--- src/rtl/main_mem_arbiter_pkg.sv ---
// Shared types and helpers for the main memory arbiter.
package main_mem_arbiter_pkg;

    localparam int unsigned WORD_W = 32;

    // Arbiter transaction state.
    typedef enum logic [1:0] {
        ARB_IDLE = 2'd0,
        ARB_BUSY = 2'd1,
        ARB_ERR  = 2'd2
    } arb_state_t;

    // Which requester owns the outstanding transaction.
    typedef enum logic {
        OWN_IF = 1'b0,
        OWN_MA = 1'b1
    } arb_owner_t;

    // Request selected by the issue mux.
    typedef struct packed {
        logic              wen;
        logic [WORD_W-1:0] addr;
        logic [WORD_W-1:0] wdat;
    } mem_req_t;

    // Word-aligned and inside the byte address space of main memory.
    function automatic logic addr_legal(input logic [WORD_W-1:0] addr,
                                        input int unsigned       byte_add_w);
        return (addr[1:0] == 2'b00) && ((addr >> byte_add_w) == '0);
    endfunction

endpackage

--- src/rtl/main_mem_arb_starve_cnt.sv ---
// Saturating wait counter: counts consecutive denied IF cycles.
module main_mem_arb_starve_cnt
    import main_mem_arbiter_pkg::*;
#(
    parameter int unsigned IF_MAX_WAIT = 4
) (
    input  logic clk,
    input  logic rst,
    input  logic inc,
    input  logic clr,
    output logic at_max
);

    localparam int unsigned CNT_W = $clog2(IF_MAX_WAIT + 1);

    logic [CNT_W-1:0] cnt;

    // Clear has precedence; increment holds at the saturation value.
    always_ff @(posedge clk) begin
        if (rst || clr) begin
            cnt <= '0;
        end else if (inc && (cnt != CNT_W'(IF_MAX_WAIT))) begin
            cnt <= cnt + 1'b1;
        end
    end

    // Saturation flag gives IF priority in the arbiter.
    always_comb begin
        at_max = (cnt == CNT_W'(IF_MAX_WAIT));
    end

endmodule

--- src/rtl/main_mem_arbiter.sv ---
// Arbitrates the single-port main memory between instruction fetch (IF)
// and memory access (MA). MA has fixed priority; a starvation counter
// forces an IF grant after a bounded wait. Illegal addresses get an error
// response one cycle after grant without touching memory.
module main_mem_arbiter
    import main_mem_arbiter_pkg::*;
#(
    parameter int unsigned MAIN_MEM_BYTE_ADD_W = 8,
    parameter int unsigned MEM_RD_LAT          = 1,
    parameter int unsigned IF_MAX_WAIT         = 4
) (
    input  logic        clk,
    input  logic        rst,
    input  logic        if_req,
    input  logic [31:0] if_addr,
    output logic        if_gnt,
    output logic        if_done,
    output logic        if_err,
    output logic [31:0] if_rdat,
    input  logic        ma_req,
    input  logic        ma_wen,
    input  logic [31:0] ma_addr,
    input  logic [31:0] ma_wdat,
    output logic        ma_gnt,
    output logic        ma_done,
    output logic        ma_err,
    output logic [31:0] ma_rdat,
    output logic        mem_cs,
    output logic        mem_wen,
    output logic [31:0] mem_addr,
    output logic [31:0] mem_dat_in,
    input  logic [31:0] mem_dat_out
);

    localparam int unsigned LAT_W = (MEM_RD_LAT > 1) ? $clog2(MEM_RD_LAT) : 1;

    arb_state_t       state;
    arb_owner_t       owner;
    logic             owner_wen;
    logic [LAT_W-1:0] lat_cnt;

    logic     done_now;
    logic     issue_ok;
    logic     starve_at_max;
    logic     pick_if;
    logic     pick_ma;
    logic     any_gnt;
    logic     req_legal;
    mem_req_t req;

    // Transaction completes this cycle; issue is allowed in IDLE or back-to-back with done.
    always_comb begin
        done_now = !rst && (((state == ARB_BUSY) && (lat_cnt == '0)) || (state == ARB_ERR));
        issue_ok = !rst && ((state == ARB_IDLE) || done_now);
    end

    // Fixed MA priority, overridden by IF once it has waited IF_MAX_WAIT cycles.
    always_comb begin
        pick_if = 1'b0;
        pick_ma = 1'b0;
        if (issue_ok) begin
            if (starve_at_max && if_req) begin
                pick_if = 1'b1;
            end else if (ma_req) begin
                pick_ma = 1'b1;
            end else if (if_req) begin
                pick_if = 1'b1;
            end
        end
        any_gnt = pick_if || pick_ma;
        if_gnt  = pick_if;
        ma_gnt  = pick_ma;
    end

    // Issue mux: IF is always a read with zero write data.
    always_comb begin
        req = '0;
        if (pick_ma) begin
            req.wen  = ma_wen;
            req.addr = ma_addr;
            req.wdat = ma_wdat;
        end else if (pick_if) begin
            req.addr = if_addr;
        end
        req_legal = addr_legal(req.addr, MAIN_MEM_BYTE_ADD_W);
    end

    // Memory port is driven only in the grant cycle of a legal request.
    always_comb begin
        mem_cs     = any_gnt && req_legal;
        mem_wen    = mem_cs && req.wen;
        mem_addr   = mem_cs ? req.addr : '0;
        mem_dat_in = mem_cs ? req.wdat : '0;
    end

    // Route the response to the owner; read data passes straight from memory.
    always_comb begin
        if_done = done_now && (owner == OWN_IF);
        ma_done = done_now && (owner == OWN_MA);
        if_err  = if_done && (state == ARB_ERR);
        ma_err  = ma_done && (state == ARB_ERR);
        if_rdat = (if_done && (state == ARB_BUSY)) ? mem_dat_out : '0;
        ma_rdat = (ma_done && (state == ARB_BUSY) && !owner_wen) ? mem_dat_out : '0;
    end

    // Transaction FSM with owner capture and read latency counter.
    always_ff @(posedge clk) begin
        if (rst) begin
            state     <= ARB_IDLE;
            owner     <= OWN_IF;
            owner_wen <= 1'b0;
            lat_cnt   <= '0;
        end else if (any_gnt) begin
            owner     <= pick_ma ? OWN_MA : OWN_IF;
            owner_wen <= req.wen;
            state     <= req_legal ? ARB_BUSY : ARB_ERR;
            lat_cnt   <= req_legal ? LAT_W'(MEM_RD_LAT - 1) : '0;
        end else if (done_now) begin
            state     <= ARB_IDLE;
            owner_wen <= 1'b0;
        end else if (state == ARB_BUSY) begin
            lat_cnt   <= lat_cnt - 1'b1;
        end
    end

    main_mem_arb_starve_cnt #(
        .IF_MAX_WAIT (IF_MAX_WAIT)
    ) u_starve_cnt (
        .clk    (clk),
        .rst    (rst),
        .inc    (if_req && !pick_if),
        .clr    (!if_req || pick_if),
        .at_max (starve_at_max)
    );

endmodule

--- config.mk ---
export PLATFORM = sky130hd
export DESIGN_NAME = main_mem_arbiter
export DESIGN_NICKNAME = d
export VERILOG_FILES = /design/src/rtl/main_mem_arbiter_pkg.sv /design/src/rtl/main_mem_arb_starve_cnt.sv /design/src/rtl/main_mem_arbiter.sv
export SDC_FILE = /design/constraint.sdc
export NUM_CORES = 1
export LEC_CHECK = 0
export ABC_CLOCK_PERIOD_IN_PS = 2500
export CAP_MARGIN = 30
export CORE_AREA = 8 8 99 101
export CTS_BUF_LIST = sky130_fd_sc_hd__clkbuf_8
export DETAILED_ROUTE_END_ITERATION = 7
export DIE_AREA = 0 0 107 109
export GPL_ROUTABILITY_DRIVEN = 0
export GPL_TIMING_DRIVEN = 1
export HOLD_SLACK_MARGIN = 0.08
export PLACE_DENSITY_LB_ADDON = 0.25
export SETUP_SLACK_MARGIN = 0.15
export SKIP_CTS_REPAIR_TIMING = 1
export SLEW_MARGIN = 5
export SYNTH_ARGS = -nofsm -noshare
export SYNTH_HDL_FRONTEND = slang
export SYNTH_HIERARCHICAL = 1
export SYNTH_SLANG_ARGS = --single-unit
--- constraint.sdc ---
create_clock -name clk -period 2.5 [get_ports clk]
set_input_delay 0.5 -clock clk [delete_from_list [all_inputs] [get_ports clk]]
set_output_delay 0.5 -clock clk [all_outputs]
set_load 0.05 [all_outputs]
==> impl_metrics.py, run 1 <==
metrics = {
    "hold_path": {
        "min_to": "owner_wen",
        "worstHoldStart": "owner_wen",
        "hp-class": "flip-flop to flip-flop",
        "whs_path_depth": 2,
    },
    "worst_setup_path": {
        "r2r-start": "u_starve_cnt/cnt[1]",
        "path_class": "flip-flop to primary output",
        "cpLargestDelayFamily": "simple AND/OR/NAND/NOR gates",
        "critPathBufInv": 3,
        "r2r_cells": 12,
        "arrival_ns": 2.34,
        "crit_start": "u_starve_cnt/cnt[1]",
        "regToRegSetupSlack_ns": 0.30,
        "cp_max_fo": 8,
        "cp_cell_sequence": "inv_2, ha_4, and2_4, a21bo_4, or3_4, clkbuf_16, nor4_4, buf_12",
        "r2r_end": "u_starve_cnt/cnt[1]",
        "cp_slowest_stage_delay_ns": 0.49,
        "cp.depth": 8,
        "startpoint_type": "flip-flop",
        "slowest_stage": "or3_4",
        "worstPathRequired_ns": 2.00,
        "end_kind": "primary output",
    },
    "yosys": {
        "yosysWarnings": 6,
        "synth-seq-area-share_pct": 8.81,
        "synth-seq-cells": 8,
        "syn-cell-area_um2": 1820,
        "syn_inst": 270,
        "avgSynthCellArea_um2": 6.73,
        "synthDistinctLibCells": 37,
    },
    "floorplan": {
        "core_area_um2": 8380,
        "die_x_um": 107,
        "pin_count": 269,
        "dieArea_um2": 11700,
        "rows": 34,
        "initial_core_util_pct": 21.7,
        "die_h_um": 109,
    },
    "placed_design": {
        "dp_hpwl_mm": 10.2,
        "io_buffers": 242,
    },
    "clock_tree": {
        "clk_pin_slew_ns": 0.04,
        "cts_buffers": 3,
        "cts_sinks": 8,
        "htree_levels": 1,
        "cts_tree": "built",
        "ctsLongestPathBuffers": 2,
        "clk_latency_ns": 0.23,
        "root_buffer": "clkbuf_8",
    },
    "detailed_routing": {
        "vias_per_cell": 4.61,
        "drt-total-wl_mm": 13.5,
        "drtIter0Drc": 68,
        "route.detailed.drc": 0,
        "routed-via-count": 3091,
        "wl_per_cell_um": 20.1,
        "ant_nets": 0,
        "firstDrtPassIters": 4,
    },
    "timing": {
        "rsz0062_at_grt": "true",
        "slew_violations": 0,
        "fin_crit_sh_pct": 114,
        "max_freq_mhz": 352,
        "finalSetupTns_ns": -11.14,
        "layout_setup_ws_ns": -0.344,
        "fin_crit_ns": 2.84,
        "setup_viol_count_final": 40,
        "skew_ns": 0.00275,
        "hold_viol": 0,
    },
    "global_route": {
        "first_global_vias": 3145,
        "grt_pass1_wl_mm": 16.9,
        "gr-total-overflow": 0,
        "track_usage_pct": 18.1,
        "antenna_found_initial": 2,
        "grt_max_degree": 33,
    },
    "power": {
        "power.total_w": 0.00113,
        "leakagePower_nw": 3.26,
        "peakVddDrop_uv": 129,
        "power_density_nw_per_um2": 157,
    },
    "finish": {
        "seq_area_um2": 168,
        "areaGrowthSynthToFinish_pct": 297,
        "drive_above_1_share_pct": 58.3,
        "multi_input_area_um2": 2200,
        "fillers": 380,
        "nets": 698,
    },
    "run": {
        "drv_cap": 0,
    },
    "run_status": {
        "violations": "setup timing",
        "run_status": "complete, but fails checks",
    },
}
[per-stage QoR]
stage | std cells | hold WS, ns | worst slack [ns] | instance area [µm²] | util, %
CTS | 644 | 0.527 | -0.511 | 6390 | 76.3
global route | 671 | 0.561 | -0.408 | 7220 | 86.1
finish | 671 | 0.531 | -0.344 | 7220 | 86.1
global placement | 641 | 0.493 | -0.442 | 6350 | 75.8
floorplan | 295 | 0.476 | -0.323 | 2640 | -
detailed placement | 641 | 0.522 | -0.511 | 6350 | 75.8
[flip-flops by register name, summed over array words and instances, names as in the netlist]
name / cells
lat_cnt: 1
owner: 1
owner_wen: 1
state: 2
u_starve_cnt/cnt: 3
[cells in the final DEF, fill, tap and decap left out, types with 2 or more instances in the layout]
cell type / synthesis / routed
a21oi_1: 3 / 3
a22oi_2: 0 / 6
and2_4: 0 / 65
buf_12: 0 / 122
buf_4: 27 / 36
buf_6: 5 / 12
clkbuf_16: 0 / 7
clkbuf_8: 0 / 3
clkdlybuf4s50_1: 0 / 79
conb_1: 1 / 26
dfxtp_1: 8 / 4
dfxtp_2: 0 / 3
diode_2: 0 / 2
dlymetal6s2s_1: 0 / 53
inv_1: 37 / 35
inv_2: 0 / 2
mux2_1: 2 / 2
nand2_1: 4 / 3
nand2b_4: 0 / 2
nand4_1: 3 / 3
nor2_1: 7 / 5
nor2_2: 0 / 2
nor3_1: 5 / 3
nor3_4: 0 / 2
nor3b_1: 3 / 3
nor4_1: 45 / 2
nor4_2: 8 / 11
nor4_4: 1 / 41
o21a_1: 3 / 2
or2_4: 0 / 2
[cell usage after synthesis, drive strengths merged]
cell	number	area (µm²)
o21ai	1	5.00
or3	2	12.5
and4	1	8.76
o211ai	1	7.51
nor3	5	25.0
nor2	7	26.3
dfxtp	8	160
or2	1	6.26
inv	37	139
o21a	3	22.5
o311a	1	10.0
conb	1	3.75
o31a	1	8.76
clkinv	1	8.76
o31ai	1	7.51
a21boi	1	11.3
o22ai	1	6.26
a21oi	3	15.0
buf	37	284
clkbuf	11	41.3
and2	65	407
nand2	4	15.0
nand2b	3	18.8
nor3b	3	22.5
mux2	2	22.5
a21bo	1	10.0
nor4	54	403
a22oi	6	45.0
nand3	1	5.00
and4b	1	10.0
nand4	3	18.8
nor2b	1	6.26
ha	2	25.0
[power by group]
| group | internal (W) | total, W | switching, W | leakage [nW] |
|---|---|---|---|---|
| clock | 0.000104 | 0.000152 | 0.0000477 | 0.0216 |
| combinational | 0.000412 | 0.000835 | 0.000423 | 3.17 |
| sequential | 0.000135 | 0.000144 | 0.00000853 | 0.0674 |
[worst reg2reg max path: stages (launching register included)]
cell      delay, ns
dfxtp_2        0.33
inv_2          0.04
ha_4           0.15
and2_4         0.14
buf_4          0.13
nor2b_2        0.12
buf_4          0.13
nor4_4         0.04
buf_4          0.16
nand2b_1       0.15
inv_1          0.09
a21boi_2       0.25
mux2_1         0.35
[area by class of cell]
cell class,instances,share of cell area (%)
inverters,38,2.34
diodes,2,0.0693
clock buffers,3,0.572
repair buffers,310,62.4
flip-flops and latches,8,2.32
well taps,108,1.87
multi-input cells,202,30.4
[per-layer routing]
layer | wire length [µm] | GRT usage, % | share of wire (%) | vias to the layer above
met3 | 1220 | 6.91 | 9.1 | 25
met5 | 0 | 0 | 0 | -
met1 | 4320 | 16.8 | 32 | 1424
li1 | - | - | - | 1466
met4 | 348 | 4.42 | 2.6 | 0
met2 | 7580 | 36.1 | 56 | 176
[worst max path at each step]
stage	endpoint	slack [ns]
5_1_grt	mem_dat_in[21]	-0.41
3_5_place_dp	mem_dat_in[23]	-0.51
6_report	mem_dat_in[21]	-0.34
3_3_place_gp	mem_dat_in[12]	-0.44
4_1_cts	mem_dat_in[23]	-0.51
2_1_floorplan	mem_addr[2]	-0.32
[kinds of logic (layout without fill, tap and decap cells)]
group,after synthesis,after routing,share of synthesized area (%)
adders and majority gates,2,2,1.38
and+or+nand+nor,151,152,54.2
buffers and inverters,86,351,26.0
muxes,2,2,1.24
DFF,8,8,8.81
other,1,28,0.206
AOI/OAI and AO/OA,20,20,8.19
Note: power is estimated with default switching activity, not from simulation.
==> run 2: changes to the inputs <==
CORE_AREA = 2 2 104 106   (was 8 8 99 101)
DIE_AREA = 0 0 106 108   (was 0 0 107 109)
==> run 2 against run 1 <==
Against the previous run: the run still ends with setup timing left; die area is 1.8% lower; global-route usage shrank 1.9 points; highest routed layer is now met5; via count shrank 0.42%; sequential cell count did not move; wire length shrank 12%.
==> impl_metrics.py, run 2 (synthesis gave the netlist of run 1 again) <==
metrics = {
    "timing": {
        "fin_crit_ns": 2.81,
        "hold_viol": 0,
        "finalSetupTns_ns": -10.77,
        "skew_ns": 0.00546,
        "slew_violations": 0,
        "rsz0062_at_grt": "true",
        "setup_viol_count_final": 40,
        "layout_setup_ws_ns": -0.310,
        "whs_ns": 0.525,
        "fin_crit_sh_pct": 112,
        "max_freq_mhz": 356,
    },
    "run": {
        "drv_cap": 0,
    },
    "placed_design": {
        "io_buffers": 242,
        "place_area_um2": 6360,
        "dp_hpwl_mm": 8.96,
    },
    "finish": {
        "nets": 693,
        "layout.cells.most_common": "buf_12",
        "regMostFlops": "u_starve_cnt/cnt",
        "areaGrowthSynthToFinish_pct": 299,
        "largest_reg_flops": 3,
        "fin_area_um2": 7250,
        "fin_util_pct": 70.9,
        "final_cell_mix": "buf_12, clkdlybuf4s50_1, and2_4",
        "fillers": 698,
        "drive_above_1_share_pct": 59.9,
        "top_regs": "u_starve_cnt/cnt x3, state x2",
    },
    "detailed_routing": {
        "vias_per_cell": 4.44,
        "routed-via-count": 3078,
        "ant_nets": 0,
        "drtIter0Drc": 49,
        "drt-total-wl_mm": 11.9,
        "route.detailed.drc": 0,
        "firstDrtPassIters": 4,
        "wl_per_cell_um": 17.1,
    },
    "clock_tree": {
        "ctsLongestPathBuffers": 2,
        "cts_sinks": 8,
        "clk_latency_ns": 0.23,
        "cts_buffers": 3,
        "clk_pin_slew_ns": 0.04,
        "root_buffer": "clkbuf_8",
        "cts_tree": "built",
        "htree_levels": 1,
    },
    "worst_setup_path": {
        "path_class": "flip-flop to primary output",
        "r2r_end": "u_starve_cnt/cnt[1]",
        "cp_slowest_stage_delay_ns": 0.45,
        "worstPathRequired_ns": 2.00,
        "arrival_ns": 2.31,
        "cp_max_fo": 5,
        "slowest_stage": "or3_4",
        "end_kind": "primary output",
        "r2r_cells": 12,
        "cpLargestDelayFamily": "simple AND/OR/NAND/NOR gates",
        "startpoint_type": "flip-flop",
        "r2r-start": "u_starve_cnt/cnt[0]",
        "regToRegSetupSlack_ns": 0.18,
        "critPathBufInv": 3,
        "cp_cell_sequence": "inv_2, ha_4, and2_4, a21bo_4, or3_4, buf_4, nor4_4, buf_12",
    },
    "global_route": {
        "grt_max_degree": 33,
        "antenna_found_initial": 2,
        "track_usage_pct": 16.2,
        "first_global_vias": 3008,
        "grt_pass1_wl_mm": 14.9,
        "gr-total-overflow": 0,
    },
    "floorplan": {
        "core_area_um2": 10200,
        "rows": 37,
        "die_h_um": 108,
        "dieArea_um2": 11400,
        "initial_core_util_pct": 17.8,
        "pin_count": 269,
        "die_x_um": 106,
    },
    "power": {
        "peakVddDrop_uv": 107,
        "power.total_w": 0.00115,
        "leakagePower_nw": 3.22,
        "power_density_nw_per_um2": 159,
    },
    "run_status": {
        "violations": "setup timing",
        "run_status": "complete, but fails checks",
    },
    "hold_path": {
        "min_to": "lat_cnt",
        "whs_path_depth": 1,
        "worstHoldStart": "lat_cnt",
        "hp-class": "flip-flop to flip-flop",
    },
}
## run 2: cell count changes in the layout (fill, tap and decap cells not counted), sizes merged
cell           delta
buf               -6
or2               -1
dlymetal6s2s      -5
clkbuf            +4
diode             -1
clkdlybuf4s50     +2
o311a             +1
## run 2: cell type report
class	instances	area, µm²	share of cell area [%]
diodes	1	2.50	0.0345
clock buffers	3	41.3	0.569
inverters	38	169	2.33
multi-input cells	202	2260	31.2
flip-flops and latches	8	168	2.31
well taps	136	170	2.35
repair buffers	305	4440	61.2
## run 2: metrics by stage
| step | worst slack (ns) | instances |
|---|---|---|
| finish | -0.310 | 693 |
| global route | -0.383 | 692 |
| CTS | -0.500 | 670 |
| detailed placement | -0.494 | 667 |
| global placement | -0.472 | 667 |
| floorplan | -0.323 | 295 |
## run 2: worst max path at each step
stage | to | slack (ns) | startpoint | depth (start not counted)
2_1_floorplan | mem_addr[2] | -0.32 | rst | 4
6_report | mem_dat_in[12] | -0.31 | u_starve_cnt/cnt[1] | 8
5_1_grt | mem_dat_in[12] | -0.38 | u_starve_cnt/cnt[1] | 8
3_5_place_dp | mem_dat_in[26] | -0.49 | if_addr[21] | 7
4_1_cts | mem_dat_in[26] | -0.50 | if_addr[21] | 7
3_3_place_gp | mem_dat_in[26] | -0.47 | if_addr[20] | 7
## run 2: report_power, final
part	internal [W]	switching, W
clock	0.000104	0.0000509
combinational	0.000423	0.000429
sequential	0.000135	0.00000830
total	0.000663	0.000488
## run 2: routing by layer
layer / vias to the layer above / routed length, µm / global-route usage [%]
met4: 2 / 204 / 4.14
met1: 1431 / 3750 / 16.0
met3: 21 / 1120 / 5.97
met5: - / 13 / 0
li1: 1448 / - / -
met2: 176 / 6770 / 31.9
==> run 3: changes to the inputs <==
ABC_CLOCK_PERIOD_IN_PS = 3150   (was 2500)
CORE_AREA = 2 2 103 105   (was 2 2 104 106)
DIE_AREA = 0 0 105 107   (was 0 0 106 108)
SYNTH_HIERARCHICAL = default   (was 1)
clock period = 3.15 ns   (was 2.5 ns; I/O delays follow)
==> run 3 against run 2 <==
Against the previous run: the flow now finishes without violations; final area down 11%; cell count shrank 9.8%; synthesized cell count is 14% lower; die area decreased by 1.9%; register-to-register slack better by 0.96 ns; critical path type is now input port to primary output.
==> impl_metrics.py, run 3 <==
metrics = {
    "run_status": {
        "run_status": "complete, no violations",
    },
    "floorplan": {
        "rows": 37,
        "pin_count": 269,
        "die_x_um": 105,
        "initial_core_util_pct": 16.9,
        "dieArea_um2": 11200,
        "die_h_um": 107,
        "core_area_um2": 10100,
    },
    "worst_setup_path": {
        "crit_path_end": "mem_dat_in[2]",
        "path_class": "input port to primary output",
        "cp_max_fo": 8,
        "arrival_ns": 2.36,
        "r2r_cells": 8,
        "cp_slowest_stage_delay_ns": 0.55,
        "cpLargestDelayFamily": "simple AND/OR/NAND/NOR gates",
        "slowest_stage": "or4_4",
        "regToRegSetupSlack_ns": 1.14,
        "end_kind": "primary output",
        "cp_cell_sequence": "clkbuf_2, or4_4, nor2_4, nand3_4, clkbuf_16, nor4b_4, buf_12",
        "crit_start": "ma_addr[18]",
        "startpoint_type": "input port",
        "cp.depth": 7,
        "worstPathRequired_ns": 2.52,
        "r2r_end": "state[1]",
        "r2r-start": "u_starve_cnt.cnt[0]",
        "critPathBufInv": 3,
    },
    "detailed_routing": {
        "routed-via-count": 2784,
        "drt-total-wl_mm": 10.7,
        "route.detailed.drc": 0,
        "firstDrtPassIters": 5,
        "vias_per_cell": 4.45,
        "wl_per_cell_um": 17.1,
        "drtIter0Drc": 152,
        "ant_nets": 0,
    },
    "yosys": {
        "synth-seq-area-share_pct": 9.37,
        "syn-cell-area_um2": 1710,
        "synthArstFlopShare_pct": 0,
        "syn_inst": 232,
        "synthTopCellsByArea": "and2_1, nor4b_1, buf_4",
        "yosysMostFrequentCell": "and2_1",
        "synth_ff_type": "dfxtp_1",
        "synthDominantCellAreaShare_pct": 23.8,
        "synth-seq-cells": 8,
        "synth_top_cell_by_area": "and2_1",
        "synth_common_cells": "and2_1, nor4b_1, buf_4",
        "synthDistinctLibCells": 40,
        "yosysWarnings": 0,
        "synth_edf_count": 0,
        "avgSynthCellArea_um2": 7.37,
    },
    "global_route": {
        "grt_max_degree": 41,
        "grtUsageMet2_pct": 30.1,
        "antenna_found_initial": 0,
        "busiest_layer": "met2",
        "grt_pass1_wl_mm": 14.1,
        "grt.met1_usage_pct": 16.8,
        "first_global_vias": 2747,
        "track_usage_pct": 15.2,
        "grt_use_met3_pct": 3.65,
        "gr-total-overflow": 0,
    },
    "placed_design": {
        "dp_hpwl_mm": 7.82,
        "dp_cells": 607,
        "place_area_um2": 5630,
        "detailedPlace.worstSlack_ns": -0.124,
        "io_buffers": 242,
    },
    "timing": {
        "setup_viol_count_final": 0,
        "layout_setup_ws_ns": 0.158,
        "fin_crit_sh_pct": 95.0,
        "fin_crit_ns": 2.99,
        "hold_viol": 0,
        "rsz0062_at_grt": "true",
        "skew_ns": 0.00290,
        "slew_violations": 0,
        "max_freq_mhz": 334,
        "whs_ns": 0.482,
    },
    "finish": {
        "final_cell_mix": "buf_12, clkdlybuf4s50_1, and2_1",
        "fin_area_um2": 6460,
        "regMostFlops": "u_starve_cnt.cnt",
        "largest_reg_flops": 3,
        "final_cells": 625,
        "nets": 626,
        "n_antenna_cell": 0,
        "areaGrowthSynthToFinish_pct": 278,
        "fillers": 783,
        "multi_input_area_um2": 2040,
        "drive_above_1_share_pct": 43.6,
        "seq_area_um2": 160,
        "fin_util_pct": 64.0,
        "top_regs": "u_starve_cnt.cnt x3, state x2",
        "layout.cells.most_common": "buf_12",
    },
    "hold_path": {
        "hp-class": "flip-flop to flip-flop",
    },
    "clock_tree": {
        "cts_buffers": 3,
        "clk_latency_ns": 0.23,
        "htree_levels": 1,
        "cts_tree": "built",
        "clk_pin_slew_ns": 0.04,
        "ctsLongestPathBuffers": 2,
        "cts_sinks": 8,
        "root_buffer": "clkbuf_8",
    },
    "power": {
        "leakagePower_nw": 2.84,
        "peakVddDrop_uv": 116,
        "power_density_nw_per_um2": 123,
    },
    "run": {
        "drv_cap": 0,
    },
}
## run 3: changes by cell type in the layout (fill, tap and decap cells not counted), moves of 4 or more
| cell | previous run | this run |
|---|---|---|
| inv_1 | 35 | 5 |
| buf_4 | 30 | 17 |
| nor4_4 | 41 | 9 |
| nand3_1 | 0 | 4 |
| buf_6 | 13 | 9 |
| and2_4 | 65 | 0 |
| a22oi_2 | 6 | 0 |
| nor4b_4 | 0 | 33 |
| and2_1 | 0 | 65 |
| a22oi_1 | 0 | 6 |
| buf_12 | 120 | 107 |
| dfxtp_1 | 4 | 8 |
## run 3: where the power goes
| part | internal (W) | switching, W | total, W |
|---|---|---|---|
| Combinational | 0.000276 | 0.000281 | 0.000556 |
| Sequential | 0.000108 | 0.00000738 | 0.000115 |
| Clock | 0.0000826 | 0.0000386 | 0.000121 |
| Total | 0.000466 | 0.000327 | 0.000792 |
## run 3: how the worst min path moves through the flow
stage | endpoint | cells past startpoint | slack [ns] | from
2_1_floorplan | lat_cnt | 1 | 0.46 | lat_cnt
3_3_place_gp | lat_cnt | 1 | 0.47 | lat_cnt
3_5_place_dp | lat_cnt | 1 | 0.48 | lat_cnt
4_1_cts | lat_cnt | 1 | 0.48 | lat_cnt
5_1_grt | lat_cnt | 1 | 0.50 | lat_cnt
6_report | lat_cnt | 1 | 0.48 | lat_cnt
## run 3: final cells by class
cell class	count	area share, %
tap	136	2.64
sequential	8	2.48
clock buffer	3	0.640
timing repair buffer	274	62.3
multi-input combinational	199	31.6
inverter	5	0.291
## run 3: metrics by stage
step	setup TNS, ns	power [W]
final	0	0.000792
after global placement	-2.07	0.000607
after detailed placement	-2.82	0.000613
after floorplan	-3.12	0.000373
after CTS	-3.06	0.000736
after global routing	0	0.000827
## run 3: cells by family (layout without fill, tap and decap cells)
logic type,after synthesis,count (layout),share of synthesized area [%]
compound gates,20,20,9.59
xor+xnor,1,1,0.513
fa+ha+maj,2,2,1.46
buf+inv,50,282,17.6
flops,8,8,9.37
other cells,1,26,0.219
simple gates,150,150,61.2
## run 3: layer usage
layer	wire [µm]	vias up
met3	803	10
met5	0	-
met4	129	0
li1	-	1310
met1	3750	1300
met2	5990	164
## run 3: worst reg2reg max path, cell delays in order (launching register included)
cell and delay (ns):
dfxtp_1 0.36, inv_1 0.06, ha_1 0.26, a21boi_2 0.24
nor4b_4 0.08, a21boi_4 0.16, buf_4 0.15, clkbuf_16 0.18
o41a_1 0.40
